`src/rtl/onehot_rr_arbiter.sv`:
```
// onehot_rr_arbiter
//   Round-robin arbiter that drives a one-hot select (plus its binary index)
//   toward a single consumer over a valid/ready handshake. While the consumer
//   stalls, the presented grant is frozen so the steered mux output is stable.
//
// Ports
//   clk        in   clock, all state updates on posedge
//   rst        in   synchronous reset, active-high
//   req        in   [N_REQS]  request vector, bit i from requester i
//   gnt_ready  in   consumer accepts the presented grant this cycle
//   gnt        out  [N_REQS]  one-hot grant, zero when gnt_valid is low
//   gnt_idx    out  [IDX_W]   binary index of the grant, zero when invalid
//   gnt_valid  out  a grant is presented
//
// state | meaning
// IDLE  | grant is a live combinational pick from req, searching up from ptr
// HOLD  | consumer stalled; grant frozen on hold_idx, req ignored
module onehot_rr_arbiter #(
    parameter int N_REQS = 4,
    parameter int IDX_W  = (N_REQS > 1) ? $clog2(N_REQS) : 1
) (
    input  logic              clk,
    input  logic              rst,
    input  logic [N_REQS-1:0] req,
    input  logic              gnt_ready,
    output logic [N_REQS-1:0] gnt,
    output logic [IDX_W-1:0]  gnt_idx,
    output logic              gnt_valid
);

    typedef enum logic {
        IDLE = 1'b0,
        HOLD = 1'b1
    } state_t;

    state_t             state_q, state_d;
    logic [IDX_W-1:0]   ptr_q, ptr_d;
    logic [IDX_W-1:0]   hold_idx_q, hold_idx_d;

    logic [IDX_W-1:0]   win_idx;
    logic               win_found;
    logic [IDX_W-1:0]   sel_idx;
    logic               sel_valid;

    // Index after i, wrapping at N_REQS-1; ptr never leaves 0..N_REQS-1.
    function automatic logic [IDX_W-1:0] inc_wrap(input logic [IDX_W-1:0] i);
        if (int'(i) >= N_REQS - 1) return '0;
        return i + IDX_W'(1);
    endfunction

    // Priority search starting at ptr_q and wrapping modulo N_REQS.
    always_comb begin
        int pos;
        win_idx   = '0;
        win_found = 1'b0;
        pos       = 0;
        for (int k = 0; k < N_REQS; k++) begin
            pos = int'(ptr_q) + k;
            if (pos >= N_REQS) pos = pos - N_REQS;
            if (!win_found && req[pos]) begin
                win_found = 1'b1;
                win_idx   = IDX_W'(pos);
            end
        end
    end

    // Reset forces the outputs low immediately, including a held grant.
    always_comb begin
        sel_idx   = '0;
        sel_valid = 1'b0;
        if (!rst) begin
            if (state_q == HOLD) begin
                sel_idx   = hold_idx_q;
                sel_valid = 1'b1;
            end else begin
                sel_idx   = win_idx;
                sel_valid = win_found;
            end
        end
    end

    always_comb begin
        gnt          = '0;
        gnt[sel_idx] = sel_valid;
        gnt_idx      = sel_idx;
        gnt_valid    = sel_valid;
    end

    always_comb begin
        state_d    = state_q;
        ptr_d      = ptr_q;
        hold_idx_d = hold_idx_q;
        case (state_q)
            IDLE: begin
                if (win_found) begin
                    if (gnt_ready) begin
                        ptr_d = inc_wrap(win_idx);
                    end else begin
                        hold_idx_d = win_idx;
                        state_d    = HOLD;
                    end
                end
            end
            HOLD: begin
                if (gnt_ready) begin
                    ptr_d   = inc_wrap(hold_idx_q);
                    state_d = IDLE;
                end
            end
            default: state_d = IDLE;
        endcase
    end

    always_ff @(posedge clk) begin
        if (rst) begin
            state_q    <= IDLE;
            ptr_q      <= '0;
            hold_idx_q <= '0;
        end else begin
            state_q    <= state_d;
            ptr_q      <= ptr_d;
            hold_idx_q <= hold_idx_d;
        end
    end

    a_onehot : assert property (@(posedge clk) disable iff (rst) $onehot0(gnt));
    a_valid  : assert property (@(posedge clk) disable iff (rst) gnt_valid == |gnt);
    a_index  : assert property (@(posedge clk) disable iff (rst)
                                gnt == (N_REQS'(gnt_valid) << gnt_idx));
    a_hold   : assert property (@(posedge clk) disable iff (rst)
                                (state_q == HOLD) |-> $stable(gnt));

endmodule

```
`config.mk`:
```
export PLATFORM = sky130hd
export DESIGN_NAME = onehot_rr_arbiter
export DESIGN_NICKNAME = d
export VERILOG_FILES = /design/src/rtl/onehot_rr_arbiter.sv
export SDC_FILE = /design/constraint.sdc
export NUM_CORES = 1
export LEC_CHECK = 0
export ABC_AREA = 1
export ABC_CLOCK_PERIOD_IN_PS = 3800
export CORE_AREA = 5 5 42 44
export CTS_CLUSTER_DIAMETER = 150
export CTS_CLUSTER_SIZE = 8
export DETAILED_ROUTE_END_ITERATION = 8
export DIE_AREA = 0 0 47 49
export PLACE_DENSITY = 0.71
export REMOVE_ABC_BUFFERS = 1
export SETUP_SLACK_MARGIN = 0.2
export SYNTH_ARGS = -nofsm -noshare
export SYNTH_HDL_FRONTEND = slang
export SYNTH_SLANG_ARGS = --single-unit
```
`constraint.sdc`:
```
create_clock -name clk -period 3.8 [get_ports clk]
set_clock_uncertainty 0.15 [all_clocks]
set_input_delay 0.95 -clock clk [delete_from_list [all_inputs] [get_ports clk]]
set_output_delay 0.95 -clock clk [all_outputs]
set_load 0.05 [all_outputs]
```
-- Word-level counts from Yosys, hierarchy flattened
Index checks and enable logic that the tools add are counted.
- bits in registers: 5
- input bits: 7
- output and inout bits: 7
- logic and storage cells: 87
- add/subtract/negate cells: 9
- order comparisons: 12
- equal/unequal tests: 3
- muxes and demuxes: 48
- bitwise logic cells: 3
- reduce and logical (&&, ||, !) cells: 9
- operators by type and width (cell ; number):
    < comparator 32 x 4 -> 1 bit (second input constant) ; 4
    2-to-1 mux 32 bit ; 4
    2-to-1 mux 2 bit ; 13
    2-to-1 mux 1 bit ; 24
    subtractor 3 x 3 -> 4 bit (second input constant) ; 3
    >= comparator 3 bit (second input constant) ; 3
    binary-select mux 1 bit (select 2 bit) ; 4
    adder 2 x 2 -> 3 bit (second input constant) ; 2
    != test 2 bit (second input constant) ; 3
    AND reduction 3 bit ; 2
    adder 2 x 1 -> 2 bit (second input constant) ; 2
    bitwise AND 4 bit ; 1
    >= comparator 2 bit (second input constant) ; 2
    logical AND 1 bit ; 4
    case mux 2 bit (2 select lines) ; 1
    subtractor 2 x 3 -> 4 bit (second input constant) ; 1
    adder 2 x 1 -> 3 bit (second input constant) ; 1
    >= comparator 2 x 3 -> 1 bit (second input constant) ; 1
    zero test 1 bit ; 3
    < comparator 2 x 3 -> 1 bit (second input constant) ; 1
    demux 1 bit (select 2 bit) ; 1
    >= comparator 2 x 1 -> 1 bit (second input constant) ; 1
    NOT 1 bit ; 2
    case mux 1 bit (2 select lines) ; 1

-- Longest topological paths before layout
Gate-level depths: netlist of run 1.
- word-level depth: 24
- depth in mapped cells: 14
- mapped depth without buffers: 13

-- Least setup slack after synthesis of run 1
No wires, ideal clock.
- path kind: input -> output
- from: input port req[3]
- to: output port gnt[1]
- arrival time: 2.625 ns
- data required time: 2.700 ns
- path slack: 0.075 ns
- cell stages on the path: 13
- path buffers: 0
- cells stage by stage: inv_1 -> nand2_1 -> nand3_1 -> nand2_2 -> inv_1 -> nand2_1 -> nand2_1 -> nand3_2 -> nand2_2 -> nand2_2 -> nor2_4 -> inv_2 -> nor2_1
- cells in the longest elaborated chain, start to end: 20
- elaborated cells on any way between the ends: 36
- those cells by class: order compare (2); mux (26); bitwise (1); reduce/logical (7)
- RTL lines (item ; line ; text):
    start: declaration ; 24 ; input logic [N_REQS-1:0] req,
    binary-select mux 1 bit (select 2 bit) ; 60 ; if (!win_found && req[pos]) begin
    2-to-1 mux 1 bit (not written as such) (2 in series) ; 60 ;
    2-to-1 mux 1 bit ; 60 ;
    zero test 1 bit ; 60 ;
    logical AND 1 bit ; 60 ;
    2-to-1 mux 1 bit ; 60 ;
    zero test 1 bit ; 60 ;
    logical AND 1 bit ; 60 ;
    [4 not listed] ; -- ;
    2-to-1 mux 2 bit * ; 72 ; if (state_q == HOLD) begin
    2-to-1 mux 2 bit * ; 71 ; if (!rst) begin
    named net gnt_idx[0] ; 27 ; output logic [IDX_W-1:0] gnt_idx,
    < comparator 2 x 3 -> 1 bit (not written as such) / >= comparator 2 x 1 -> 1 bit (equally long branches) ; 84 ; gnt[sel_idx] = sel_valid;
    logical AND 1 bit (not written as such) ; 84 ;
    2-to-1 mux 1 bit (not written as such) ; 84 ;
    demux 1 bit (select 2 bit) * ; 84 ;
    bitwise AND 4 bit (no source line) * ; -- ;
    end: declaration ; 26 ; output logic [N_REQS-1:0] gnt,
The timed path passes the listed nets; every way through them passes the cells marked *. The select of a mux whose other input is x is not followed.

-- Final worst setup path of run 1
- from: input port req[2]
- to: output port gnt[0]
- cells in the longest elaborated chain, start to end: 20
- elaborated cells on any way between the ends: 36
- those cells by class: order compare (2); mux (26); bitwise (1); reduce/logical (7)
- RTL lines (item ; line):
    binary-select mux 1 bit (select 2 bit) ; 60
    2-to-1 mux 1 bit (not written as such) (2 in series) ; 60
    2-to-1 mux 1 bit ; 60
    zero test 1 bit ; 60
    logical AND 1 bit ; 60
    2-to-1 mux 1 bit ; 60
    zero test 1 bit ; 60
    logical AND 1 bit ; 60
    [3 not listed] ; --
    2-to-1 mux 2 bit ; 60
    2-to-1 mux 2 bit ; 72
    2-to-1 mux 2 bit ; 71
    < comparator 2 x 3 -> 1 bit (not written as such) / >= comparator 2 x 1 -> 1 bit (equally long branches) ; 84
    logical AND 1 bit (not written as such) ; 84
    2-to-1 mux 1 bit (not written as such) ; 84
    demux 1 bit (select 2 bit) ; 84
    bitwise AND 4 bit (no source line) * ; --
Mark *: on every way between the ends. The rest lies on a longest branch, timed or not. The select of a mux whose other input is x is not followed.

==> metrics.cfg, run 1 <==
[worst_hold_path]
hold_end=hold_idx_q[0]
min-delay-path-class=reg -> reg
min_path_cells=2
timing.hold.worst.start=hold_idx_q[0]

[cells_and_area]
drive_above_1_share=0.543
antenna_cells_inserted=0
area_growth_pct=71.2
nets_final=135
fillers=119
final_util=0.702

[sta]
crit_share_post_route=0.928
max_freq_mhz=284
grt_setup_unrepaired=no
max_slew.worst_pin.slew_ns=0.501
setup-tns-final_ns=0
relSlewSlack=0.666
setup_slack_after_layout_ns=0.275
setup_viol=0
report.final.hold_viol_count=0
min_period_ns=3.53
report.final.slew_viol_count=0

[yosys]
syn-instance-count=100
seq_cells_post_synth=5
synth-edff-count=0
synth_top_cell_area_share=0.190
synth_top_cells_by_area=nand2_1 (19%), dfxtp_1 (17%), nand2_2 (13%)
ys_async_sr_fraction=0
syn-cell-area_um2=574
synth_top_cell_by_area=nand2_1
avgSynthCellArea_um2=5.74
seq_area_frac_synth=0.174
synth.most_common_cell=nand2_1
ys.flop_type=dfxtp_1
yosys-top-cells-count=nand2_1 (29), inv_1 (15), nand2_2 (12), nand3_1 (9), nor2_1 (9)
synthDistinctLibCells=17
count_of_yosys_warnings_during_synthesis=0

[grt]
met3_resource_use_gr=0.0148
grt_busiest_layer=met2
grt_first_pass_wirelength_um=3050
globalRouteTotalUtil=0.181
grtUsageMet1=0.211
grt_pass1_vias=688
antenna_found_initial=0
overflow=0
pin_count_of_the_biggest_net_entering_global_routing=9
grt_use_met2=0.301

[critical_path]
worst_ep_required_time_ns=2.70
start_kind=primary input
regToRegEndpoint=ptr_q[0]
timing.rr.start=ptr_q[0]
cp_data_arrival_time_ns=2.43
critPathMaxFanout=5
worst_r2r_path_depth=13
crit_type=in -> out
worst_setup_path_end_kind=output port
rrSetupSlack_ns=1.63

[drt]
drt_pre_antenna_iters=4
routed_via_density=5.05
num_vias=722
totalWireLength_um=1920
ant_nets_after_route=0
drt_iter0_drc=17
routedWlPerCell_um=13.4
drt_drc_violations_left=0

[job]
max_cap_violations=0

[placed_design]
port_buffers=13
gp_congestion=0.873
dp_hpwl_um=1180
post_placement_worst_setup_slack_ns=-0.0219

[clock_network]
cts-hold-fix-buffers=0
clock_insertion_delay_worst_skew_ns=0.26
clock_path_buffers=2
cts.root.buffer_cell=clkbuf_4
cts_sinks=5
cts-buffers-inserted=3
cts_tree=built
path_clk_slew_ns=0.05
cts-htree-levels=1

[pwr]
p_int_w=0.000332
power.clock.fraction=0.097
p_comb_frac=0.781
swShare=0.518
vdd.ir_drop.worst_uv=456
p_leak_nw=0.516
power-per-cell-area_nw_per_um2=700
power_switching_w=0.000356
sequentialPowerShare=0.122

[floorplan]
cell_row_count=14
io_pins=14
fp.dieArea_um2=2300
start_util=0.410
height_of_the_die_um=49
placeableCoreArea_um2=1400
overall_die_width_um=47

[outcome]
outcome=completed

-- critical path, stage by stage --
cell and delay (ns):
clkdlybuf4s15_1 0.19, nand2_1 0.09, nand2_2 0.09, nand2_4 0.09, nand2_2 0.06, nor2_4 0.14, nand3_2 0.11, nand3_2 0.09
nand2_2 0.08, nand2_4 0.09, buf_4 0.10, inv_1 0.04, nor2_2 0.16, buf_12 0.15
-- state kept, by name, indices dropped and copies added, names as in the netlist --
name        cells
hold_idx_q      2
ptr_q           2
state_q         1
-- cell type report --
cell class	count	area (um2)	share of cell area
tap	16	20.0	0.0204
multi-input combinational	75	489	0.497
inverter	19	76.3	0.0776
clock buffer	4	26.3	0.0267
sequential	5	100	0.102
timing repair buffer	24	272	0.276
-- per-stage QoR --
| step | cell area [um2] | std cells | total power, W | hold slack (ns) |
|---|---|---|---|---|
| CTS | 917 | 138 | 0.000628 | 0.355 |
| floorplan | 563 | 99 | 0.000346 | 0.320 |
| detailed placement | 798 | 130 | 0.000491 | 0.341 |
| global route | 983 | 143 | 0.000731 | 0.402 |
| global placement | 798 | 130 | 0.000482 | 0.338 |
| finish | 983 | 143 | 0.000689 | 0.355 |
-- per-layer routing --
layer	vias to the layer above	share of wire
met4	0	0.043
met2	13	0.54
met1	338	0.39
met3	9	0.024
met5	-	0
li1	362	-
-- logic make-up (layout without fill, tap and decap cells) --
kind of cell | count (synthesis) | after routing | share of synthesized area
buffers and inverters | 20 | 47 | 0.152
and+or+nand+nor | 68 | 68 | 0.606
AOI/OAI and AO/OA | 7 | 7 | 0.0675
DFF | 5 | 5 | 0.174
-- repair_timing --
| action | 4_1_cts | 5_1_grt |
|---|---|---|
| setup buffers | 4 | 5 |
| gates resized for setup | 24 | 18 |
| pin swaps | 15 | 14 |
| setup endpoints to repair | 6 | 6 |
-- layout by cell type, fill, tap and decap left out, drive strengths merged --
master,instances
clkdlybuf4s15,1
dfxtp,5
buf,18
nand3,12
clkbuf,7
o21ai,2
nor2,11
inv,19
nand2,41
clkdlybuf4s50,2
a21oi,5
nand4,2
or2,2
-- power by group through the flow --
stage                     Sequential, W  Combinational (W)  Clock (W)
after floorplan               0.0000761           0.000270          0
after global placement        0.0000787           0.000404          0
after detailed placement      0.0000800           0.000411          0
after CTS                     0.0000808           0.000479  0.0000678
after global routing          0.0000853           0.000576  0.0000701
final                         0.0000837           0.000538  0.0000668
-- how the worst max path moves through the flow --
| stage | depth (start not counted) | slack [ns] | from | endpoint |
|---|---|---|---|---|
| after global placement | 14 | 0.04 | req[1] | gnt[1] |
| after floorplan | 13 | 0.06 | req[3] | gnt[1] |
| final | 14 | 0.27 | req[2] | gnt[0] |
| after global routing | 14 | 0.20 | req[2] | gnt[0] |
| after detailed placement | 14 | -0.02 | req[3] | gnt[1] |
| after CTS | 14 | 0.24 | req[0] | gnt[2] |
Note: power is estimated with default switching activity, not from simulation.
==> inputs of run 2 (changes only) <==
- SKIP_CTS_REPAIR_TIMING: unset -> 1
==> run 2 against run 1 <==
Hold slack got worse by 0.0021 ns. Clock power decreased by 3%. Setup slack improved by 0.048 ns. Cell area decreased by 7.3%. Die area unchanged. Core utilization decreased by 5.1 points. Routed wire length decreased by 15%. Sequential share of layout area increased by 0.80 points. Largest power group unchanged. Non-clock buffer count decreased by 8.
==> metrics.cfg, run 2 (synthesized netlist as in run 1, its figures left out) <==
[outcome]
outcome=completed

[critical_path]
crit_path_end=gnt[3]
worst_ep_required_time_ns=2.70
rrSetupSlack_ns=1.81
worst_r2r_path_depth=13
cp_data_arrival_time_ns=2.38
critPathMaxFanout=3
crit_type=in -> out
worst_setup_path_end_kind=output port
timing.rr.start=ptr_q[0]
regToRegEndpoint=hold_idx_q[0]
start_kind=primary input
cp_launch_point=req[1]

[drt]
totalWireLength_um=1630
num_vias=672
drt_drc_violations_left=0
routed_via_density=4.98
drt_iter0_drc=7
drt_pre_antenna_iters=4
routedWlPerCell_um=12.1
ant_nets_after_route=0

[pwr]
sequentialPowerShare=0.133
p_comb_frac=0.761
power.clock.fraction=0.105
vdd.ir_drop.worst_uv=410
power_switching_w=0.000324
swShare=0.527
p_int_w=0.000291
p_leak_nw=0.495
power-per-cell-area_nw_per_um2=675

[grt]
grt_pass1_vias=645
overflow=0
grt_first_pass_wirelength_um=2620
pin_count_of_the_biggest_net_entering_global_routing=9
antenna_found_initial=0
globalRouteTotalUtil=0.152

[cells_and_area]
nets_final=127
antenna_cells_inserted=0
layout_top_registers=hold_idx_q x2, ptr_q x2, state_q x1
highest_count_cells_in_the_layout_ignoring_fill_and_taps=nand2_1 (23), nand2_2 (17), inv_1 (13)
drive_above_1_share=0.462
area_growth_pct=58.8
post_layout_nonfiller_instances=135
commonest_non_fill_non_tap_cell_in_the_layout=nand2_1
fillers=136

[worst_hold_path]
min-delay-path-class=reg -> reg

[sta]
min_period_ns=3.48
setup_slack_after_layout_ns=0.322
relSlewSlack=0.697
grt_setup_unrepaired=no
max_freq_mhz=288
setup-tns-final_ns=0
report.final.slew_viol_count=0
fin_hold_ws_ns=0.353
crit_share_post_route=0.915
setup_viol=0
report.final.hold_viol_count=0
max_slew.worst_pin.slew_ns=0.454

[placed_design]
gp_congestion=0.873
placed_cells=130
port_buffers=13
post_placement_worst_setup_slack_ns=-0.0219
dp_hpwl_um=1180

[clock_network]
cts_sinks=5
cts_tree=built
cts-buffers-inserted=3
clock_path_buffers=2
path_clk_slew_ns=0.05
cts.root.buffer_cell=clkbuf_4
clock_insertion_delay_worst_skew_ns=0.25
cts-htree-levels=1

[floorplan]
placeableCoreArea_um2=1400
overall_die_width_um=47
io_pins=14
cell_row_count=14
start_util=0.410
fp.dieArea_um2=2300
height_of_the_die_um=49

[job]
max_cap_violations=0

[run 2: critical path, cell delays in order]
cell            delay (ns)
dlymetal6s2s_1        0.14
inv_1                 0.07
nand2_2               0.07
nand3_2               0.11
nand2_2               0.08
nand3_2               0.09
nand2_1               0.05
nand2_1               0.07
nand3_2               0.10
nand2_2               0.11
nand2_4               0.07
nor2_4                0.14
inv_2                 0.08
nor2_4                0.12
buf_12                0.14
[run 2: metal layers]
layer | vias up | wire length, um | track usage
met5 | - | 0 | 0
met4 | 0 | 58 | 0.0968
met3 | 7 | 27 | 0.0111
met2 | 7 | 838 | 0.238
met1 | 308 | 702 | 0.192
li1 | 350 | - | -
[run 2: metrics by stage]
stage,cell area (um2),utilization,power (W)
global route,912,0.651,0.000660
global placement,798,0.570,0.000482
floorplan,563,-,0.000346
detailed placement,798,0.570,0.000491
finish,912,0.651,0.000615
CTS,825,0.588,0.000562
[run 2: worst min-delay path by stage]
stage               cells after the start            end     startpoint  slack, ns
floorplan                               2  hold_idx_q[0]  hold_idx_q[0]       0.32
global placement                        2  hold_idx_q[0]  hold_idx_q[0]       0.34
detailed placement                      2  hold_idx_q[0]  hold_idx_q[0]       0.34
CTS                                     2  hold_idx_q[0]  hold_idx_q[0]       0.35
global route                            2  hold_idx_q[0]  hold_idx_q[0]       0.40
finish                                  2  hold_idx_q[0]  hold_idx_q[0]       0.35
[run 2: cell type report]
type | instances | area (um2) | area share
clock buffers | 4 | 26.3 | 0.0288
inverters | 19 | 76.3 | 0.0837
multi-input cells | 75 | 457 | 0.501
flip-flops and latches | 5 | 100 | 0.110
well taps | 16 | 20.0 | 0.0219
repair buffers | 16 | 233 | 0.255
[run 2: power by group through the flow]
stage	logic, W	clock network, W	registers, W
final	0.000468	0.0000649	0.0000820
after global routing	0.000506	0.0000699	0.0000839
after CTS	0.000415	0.0000678	0.0000790
after detailed placement	0.000411	0	0.0000800
after global placement	0.000404	0	0.0000787
after floorplan	0.000270	0	0.0000761
==> inputs of run 3 (changes only) <==
- SETUP_SLACK_MARGIN: 0.2 -> unset
- SKIP_CTS_REPAIR_TIMING: 1 -> unset
==> results of run 3 <==
Final layout, timing and power as in run 2 (identical DEF).
